`src/rtl/ultrasonic_ranger.sv`:
```
// ultrasonic_ranger: HC-SR04 trigger/echo timer producing distance in cm.
// Defining RANGE_MEDIAN3_EN reports the median of the three newest results instead of the raw one.
module ultrasonic_ranger #(
  parameter int TRIG_CYCLES   = 500,
  parameter int CYCLES_PER_CM = 2900,
  parameter int ECHO_TIMEOUT  = 1500000,
  parameter int PERIOD_CYCLES = 3000000
) (
  input  logic       clk,
  input  logic       rst_n,
  input  logic       enable,
  input  logic       echo,
  output logic       trig,
  output logic [7:0] distance,
  output logic       valid,
  output logic       timeout_err
);
  localparam logic [2:0] IDLE = 3'd0, TRIG = 3'd1, WAIT_RISE = 3'd2, MEASURE = 3'd3, DONE = 3'd4;
  localparam int PW = $clog2(PERIOD_CYCLES + 1);
  localparam int TW = $clog2(TRIG_CYCLES + 1);
  localparam int OW = $clog2(ECHO_TIMEOUT + 1);
  localparam int SW = $clog2(CYCLES_PER_CM + 1);
  if (TRIG_CYCLES + ECHO_TIMEOUT + 8 >= PERIOD_CYCLES) begin : g_bad_params
    $error("ultrasonic_ranger: measurement does not fit in one trigger period");
  end
  logic [2:0]    state_q, state_d;
  logic [PW-1:0] per_q, per_d;
  logic [TW-1:0] tcnt_q, tcnt_d;
  logic [OW-1:0] to_q, to_d;
  logic [SW-1:0] sub_q, sub_d;
  logic [7:0]    cm_q, cm_d, cm_inc, raw, distance_q, distance_d;
  logic          valid_q, valid_d, terr_q, terr_d;
  logic          s1_q, s2_q, s3_q, rise, fall, to_hit, sub_wrap, fin, tout, upd;
`ifdef RANGE_MEDIAN3_EN
  logic [1:0][7:0] hist_q, hist_d;
  function automatic logic [7:0] med3(input logic [7:0] a, input logic [7:0] b, input logic [7:0] c);
    logic [7:0] lo, hi;
    lo = a < b ? a : b;
    hi = a < b ? b : a;
    return c > hi ? hi : c < lo ? lo : c;
  endfunction
`endif
  always_comb begin
    rise = s2_q & ~s3_q;
    fall = ~s2_q & s3_q;
    to_hit = to_q == OW'(ECHO_TIMEOUT - 1);
    sub_wrap = sub_q == SW'(CYCLES_PER_CM - 1);
    cm_inc = (sub_wrap && cm_q != 8'hff) ? cm_q + 8'd1 : cm_q;
    per_d = (!enable || per_q == PW'(PERIOD_CYCLES - 1)) ? '0 : per_q + PW'(1);
    state_d = state_q;
    tcnt_d = tcnt_q;
    to_d = to_q;
    sub_d = sub_q;
    cm_d = cm_q;
    fin = 1'b0;
    tout = 1'b0;
    case (state_q)
      IDLE: begin
        state_d = (enable && per_q == '0) ? TRIG : IDLE;
        tcnt_d = '0;
      end
      TRIG: begin
        tcnt_d = tcnt_q + TW'(1);
        to_d = '0;
        state_d = tcnt_q == TW'(TRIG_CYCLES - 1) ? WAIT_RISE : TRIG;
      end
      WAIT_RISE: begin
        to_d = to_q + OW'(1);
        tout = to_hit;
        sub_d = '0;
        cm_d = '0;
        state_d = to_hit ? IDLE : rise ? MEASURE : WAIT_RISE;
      end
      MEASURE: begin
        to_d = to_q + OW'(1);
        sub_d = sub_wrap ? '0 : sub_q + SW'(1);
        cm_d = cm_inc;
        fin = fall;
        tout = to_hit & ~fall;
        state_d = fall ? DONE : to_hit ? IDLE : MEASURE;
      end
      default: state_d = IDLE;
    endcase
    if (!enable) state_d = IDLE;
    upd = (fin | tout) & enable;
    raw = tout ? 8'hff : cm_inc;
    valid_d = upd;
    terr_d = upd ? tout : terr_q;
`ifdef RANGE_MEDIAN3_EN
    hist_d = upd ? {hist_q[0], raw} : hist_q;
    distance_d = upd ? med3(hist_q[1], hist_q[0], raw) : distance_q;
`else
    distance_d = upd ? raw : distance_q;
`endif
  end
  always_ff @(posedge clk or negedge rst_n) begin
    if (!rst_n) begin
      state_q <= IDLE;
      per_q <= '0;
      tcnt_q <= '0;
      to_q <= '0;
      sub_q <= '0;
      cm_q <= '0;
      distance_q <= 8'hff;
      valid_q <= 1'b0;
      terr_q <= 1'b0;
      s1_q <= 1'b0;
      s2_q <= 1'b0;
      s3_q <= 1'b0;
`ifdef RANGE_MEDIAN3_EN
      hist_q <= '1;
`endif
    end else begin
      state_q <= state_d;
      per_q <= per_d;
      tcnt_q <= tcnt_d;
      to_q <= to_d;
      sub_q <= sub_d;
      cm_q <= cm_d;
      distance_q <= distance_d;
      valid_q <= valid_d;
      terr_q <= terr_d;
      s1_q <= echo;
      s2_q <= s1_q;
      s3_q <= s2_q;
`ifdef RANGE_MEDIAN3_EN
      hist_q <= hist_d;
`endif
    end
  end
  assign trig = state_q == TRIG;
  assign distance = distance_q;
  assign valid = valid_q;
  assign timeout_err = terr_q;
endmodule
```
`config.mk`:
```
export PLATFORM = sky130hd
export DESIGN_NAME = ultrasonic_ranger
export DESIGN_NICKNAME = d
export VERILOG_FILES = /design/src/rtl/ultrasonic_ranger.sv
export SDC_FILE = /design/constraint.sdc
export NUM_CORES = 1
export LEC_CHECK = 0
export CORE_MARGIN = 4
export CORE_UTILIZATION = 30
export CTS_CLUSTER_SIZE = 10
export DETAILED_ROUTE_END_ITERATION = 6
export SLEW_MARGIN = 10
export SYNTH_ARGS = -nofsm -noshare
export SYNTH_HDL_FRONTEND = slang
export SYNTH_SLANG_ARGS = --single-unit
```
`constraint.sdc`:
```
create_clock -name clk -period 4.3 [get_ports clk]
set_input_delay 0.86 -clock clk [delete_from_list [all_inputs] [get_ports clk]]
set_output_delay 0.86 -clock clk [all_outputs]
set_load 0.03 [all_outputs]
```
==> flow_metrics.py <==
metrics = {
    "route": {
        "drt-initial-drc-count": 284,
        "vias": 3568,
        "postRouteAntennaNets": 0,
        "dr.pass1.iters": 4,
        "drt-total-wl_microns": 9418,
        "drc_errors": 0,
        "wl_per_cell_microns": 13.83,
        "vias_per_cell": 5.239,
    },
    "global_routing": {
        "grt_start_max_net_pins": 75,
        "grt_overflow": 0,
        "grt_pass1_vias": 3483,
        "grt_pass1_wl_microns": 16590,
        "grt.total_usage_pct": 11.29,
        "antenna_found_initial": 0,
    },
    "logic_synthesis": {
        "ys_types": 59,
        "yosys_warnings": 0,
        "syn-cell-area_sq_mm": 0.004559,
        "yosys-top-cells-area": "dfrtp_1 44%, dfstp_2 4.6%, nand2_1 4.6%",
        "synth-edff-count": 0,
        "ys_seq_area_share_pct": 48.52,
        "postSynthAreaPerCell_sq_um": 9.401,
        "synth_ff_type": "dfrtp_1",
        "synth_top_cell_area_share_pct": 43.91,
        "yosysTopAreaCell": "dfrtp_1",
        "synthArstFlopShare_pct": 100.0,
        "ys_seq_elements": 88,
        "syn_nets": 495,
        "synthCells": 485,
    },
    "critical_path": {
        "reg2reg_to": "cm_q[3]",
        "critical_path_arrival_ns": 2.24,
        "r2r_slack_ns": 1.88,
        "endpoint_kind": "output port",
        "crit_start": "state_q[2]",
        "ff2ff_path_depth": 5,
        "crit_required_ns": 3.44,
        "worstPathMaxFanout": 13,
        "r2r_start": "sub_q[6]",
        "path_class": "reg2out",
        "worstSetupEndpoint": "trig",
        "worstSetupStartpointType": "flip-flop",
    },
    "cts": {
        "cts_resized": 0,
        "cts_buffer_depth": 2,
        "clockRootBuffer": "clkbuf_16",
        "insertion_delay_ns": 0.33,
        "cts_sinks": 88,
        "h-tree-depth": 3,
        "postCtsSetupRepairBufs": 0,
        "ctsHoldBuffers": 0,
        "cts_tree": "built",
        "cts.clk_slew.worst_paths_ns": 0.06,
        "cts_buffers": 9,
    },
    "timing": {
        "clock_skew_ns": 0.008696,
        "fin_crit_sh_pct": 72.11,
        "hold_viol": 0,
        "worst_slack_ns": 1.199,
        "relSlewSlack_pct": 38.75,
        "min_period_ns": 3.101,
        "grt_setup_unrepaired": "no",
        "finalSetupTns_ns": 0,
        "worst_pin_slew_ns": 0.9188,
        "max_freq_ghz": 0.3225,
        "final_max_slew_viol_count": 0,
        "setup_viol": 0,
    },
    "place": {
        "place_congestion": 0.7723,
        "dp_hpwl_microns": 6367,
        "post-place-ws_ns": 1.534,
        "dp_cells": 667,
        "io_buffers": 14,
    },
    "die": {
        "die_w_microns": 131.3,
        "die_h_microns": 131.3,
        "pin_count": 15,
        "die_area_sq_mm": 0.01723,
        "start_util_pct": 31.02,
        "placeableCoreArea_sq_mm": 0.01470,
        "num_rows": 44,
    },
    "layout": {
        "final_nets": 504,
        "final_cell_mix": "80 x dfrtp_1, 56 x nand2_1, 51 x nor2_1, 31 x o21ai_0, 29 x nand3_1",
        "final_cells": 681,
        "postLayoutCoreUtil_pct": 35.02,
        "final_common_cell": "dfrtp_1",
        "drive_gt1_share_pct": 8.249,
        "diodes": 0,
        "syn_to_final_growth_pct": 12.90,
    },
    "pwr": {
        "power_leakage_nw": 2.113,
        "vdd_drop_max_uv": 185.0,
        "power_density_mw_per_mm2": 311.6,
        "total_power_w": 0.001604,
    },
    "worst_hold_path": {
        "hold_path.class": "reg2reg",
        "hp-start": "s1_q",
    },
    "flow_run": {
        "drv_cap": 0,
    },
    "outcome": {
        "status": "completed",
    },
}
## flip-flops by register name, summed over array words and instances (netlist names)
name         cells
s2_q             1
cm_q             8
timeout_err      1
s1_q             1
state_q          3
valid            1
tcnt_q           9
distance         8
s3_q             1
to_q            21
per_q           22
sub_q           12
## synthesized netlist by cell type (4+ instances only)
| library cell | n |
|---|---|
| dfrtp_1 | 80 |
| nand2_1 | 56 |
| nor2_1 | 51 |
| o21ai_0 | 31 |
| nand3_1 | 29 |
| nand4_1 | 20 |
| a21oi_1 | 18 |
| clkbuf_1 | 17 |
| xor2_1 | 13 |
| inv_1 | 12 |
| a22o_1 | 10 |
| o31ai_1 | 10 |
| and3_1 | 9 |
| nor4_1 | 9 |
| xnor2_1 | 9 |
| a22oi_1 | 8 |
| dfstp_2 | 8 |
| nor3_1 | 8 |
| mux2i_1 | 7 |
| a31oi_1 | 6 |
| ha_1 | 6 |
| or3_1 | 6 |
| o211ai_1 | 5 |
| o21ai_1 | 4 |
## metrics by stage
step           hold slack, ns  cell area, sq um
6_report               0.3602              5147
3_3_place_gp           0.3366              4885
4_1_cts                0.3621              5147
3_5_place_dp           0.3490              4885
5_1_grt                0.3761              5147
2_1_floorplan          0.3312              4559
## kinds of logic (layout without fill, tap and decap cells)
| family | after synthesis | count (layout) | synth area share [%] |
|---|---|---|---|
| mux | 13 | 13 | 3.019 |
| xor+xnor | 22 | 22 | 4.226 |
| buf+inv | 33 | 45 | 2.909 |
| flops | 88 | 88 | 48.52 |
| fa+ha+maj | 6 | 6 | 1.646 |
| compound gates | 103 | 103 | 14.46 |
| simple gates | 220 | 220 | 25.22 |
## worst min path at each step
stage / to / slack (ns) / cells after the start
2_1_floorplan: s2_q / 0.33 / 0
3_3_place_gp: s2_q / 0.34 / 0
3_5_place_dp: s2_q / 0.35 / 0
4_1_cts: s2_q / 0.36 / 0
5_1_grt: s2_q / 0.38 / 0
6_report: s2_q / 0.36 / 0
## area by class of cell
cell class / instances / area (sq um)
clock buffers: 11 / 242.7
clock inverters: 3 / 20.02
fillers: 1470 / 9552
inverters: 12 / 45.04
multi-input cells: 364 / 2222
flip-flops and latches: 88 / 2212
well taps: 184 / 230.2
repair buffers: 19 / 175.2
## metal layers
layer  share of wire [%]  vias to the layer above  GRT usage [%]  wire [microns]
met1                  48                     1733          14.68            4509
li1                    -                     1783              -               -
met3                 2.9                        4          3.249             269
met5                   0                        -              0               0
met2                  48                       48          18.61            4567
met4                0.76                        0          2.917              72
## power breakdown
| part | switching [W] | internal [W] |
|---|---|---|
| Sequential | 0.00000639 | 0.000835 |
| Combinational | 0.0000463 | 0.0000164 |
| Clock | 0.000301 | 0.000400 |
## worst max-delay path: stages, from the launching register on
cell             delay [ns]
dfrtp_1                0.42
nor2_1                 0.21
nand2_1                0.32
inv_1                  0.25
clkdlybuf4s50_1        0.70
(Power assumes the default switching activity.)
==> edit, RTL diff (same flow settings) <==
Put one more register stage on the output `valid`. The value now appears one clock later. The other outputs are not delayed to match.
--- a/src/rtl/ultrasonic_ranger.sv
+++ b/src/rtl/ultrasonic_ranger.sv
@@ -130,6 +130,8 @@
   end
   assign trig = state_q == TRIG;
   assign distance = distance_q;
-  assign valid = valid_q;
+  always_ff @(posedge clk) begin
+    valid <= valid_q;
+  end
   assign timeout_err = terr_q;
 endmodule
Behaviour: no difference found for any inputs over 10 cycles, from zero or initial values and one cycle with rst_n low; that may be too few to reach the edited logic, so the function may still have changed.
==> edit against the original RTL <==
Wire length is 0.86% lower; total power is 14% higher; worst hold slack worse by 0.018 ns; clock power is 31% higher; register-to-register slack worse by 0.06 ns; synthesized cell count is 0.21% higher; maximum frequency is 1.0% higher; worst setup slack better by 0.032 ns; sequential cell count is 1 higher; cell area is 2.2% higher; sequential power is 1% higher; area after synthesis is 0.44% higher; clock skew hardly changed; largest cell class is now flip-flops and latches.
==> edit: results (changes against the original RTL) <==
synth_nets: 496  # +0.20%
synthMuxAreaShare_pct: 3.01  # -0.013 points
grt_pass1_vias: 3462  # -0.60%
ys_top_cells_by_area: "dfrtp_1 (44%), dfstp_2 (4.6%), nand2_1 (4.6%)"
synth-compound-area-share_pct: 14.4  # -0.063 points
dp_hpwl_um: 6390  # +0.35%
whs_path_depth: 0  # unchanged
critPathArrivalTime_ns: 2.21  # -0.03 ns
synth-xor-area-share_pct: 4.21  # -0.018 points
drt_wl_total_um: 9340  # -0.86%
max_stage_delay_ns: 0.70  # about the same
grtUsageTotal_pct: 11.3  # +0.013 points
worstRegToRegCells: 5  # unchanged
p_leak_nw: 2.17  # +2.7%
dpl_worst_slack_ns: 1.57  # +0.0395 ns
synth_cell_types: 60  # +1.7%
status: "finished, final reports clean"
holdPathEnd: "valid"
final_nets: 505  # +0.20%
skew_ns: 0.00893  # +0.000234 ns
n_fill_cell: 1503  # +2.2%
clkPwrFrac_pct: 50.1  # +6.4 points
hold-worst-slack_ns: 0.342  # -0.0183 ns
r2r_start: "state_q[2]"
postSynth.asyncResetShare_pct: 98.9  # -1.1 points
vdd_ir_drop_max_uv: 209  # +13%
syn_avg_cell_area_um2: 9.42  # +0.23%
r2r_slack_ns: 1.82  # -0.06 ns
place_area_um2: 4900  # +0.41%
tightestPinTransition_ns: 1.03  # +0.115 ns
p_int_mw: 1.46  # +17%
grt_pass1_wl_um: 16500  # -0.33%
drive_gt1_share_pct: 8.60  # +0.35 points
path_clk_slew_ns: 0.06  # about the same
finalWeightedCongestion: 0.803  # +4.0%
drt_iter0_markers: 236  # -17%
synth_fa_ha_area_share_pct: 1.64  # -0.0072 points
ys_seq_area_share_pct: 48.7  # +0.23 points
num_vias: 3589  # +0.59%
dp_cells: 668  # +0.15%
hp-class: "flop to flop"
rr_endpoint: "to_q[20]"
period_share_pct: 71.4  # -0.74 points
clk_latency_ns: 0.34
crit_end: "trig"
viasPerCell: 5.25  # +0.15%
hp-start: "valid_q"
grt_max_degree: 73  # -2.7%
edit: power by group through the flow:
stage	Clock (mW)	Combinational, mW	Sequential [mW]
after floorplan	0	0.0324	0.863
after global placement	0	0.0632	0.865
after detailed placement	0	0.0641	0.865
after CTS	0.948	0.0646	0.850
after global routing	0.978	0.0726	0.850
final	0.917	0.0623	0.850
edit: cell type report:
| cell class | count | area, µm² | share of cell area (%) |
|---|---|---|---|
| Clock buffer | 12 | 256 | 4.88 |
| Sequential cell | 89 | 2230 | 42.4 |
| Clock inverter | 4 | 98.8 | 1.88 |
| Inverter | 12 | 45.0 | 0.856 |
| Timing Repair Buffer | 19 | 175 | 3.33 |
| Tap cell | 184 | 230 | 4.38 |
| Multi-Input combinational cell | 364 | 2220 | 42.2 |
edit: layer usage:
metal / share of wire (%) / global-route usage (%)
met1: 47 / 14.6
met2: 48 / 18.1
met3: 3.8 / 3.78
met4: 1.3 / 3.33
met5: 0 / 0
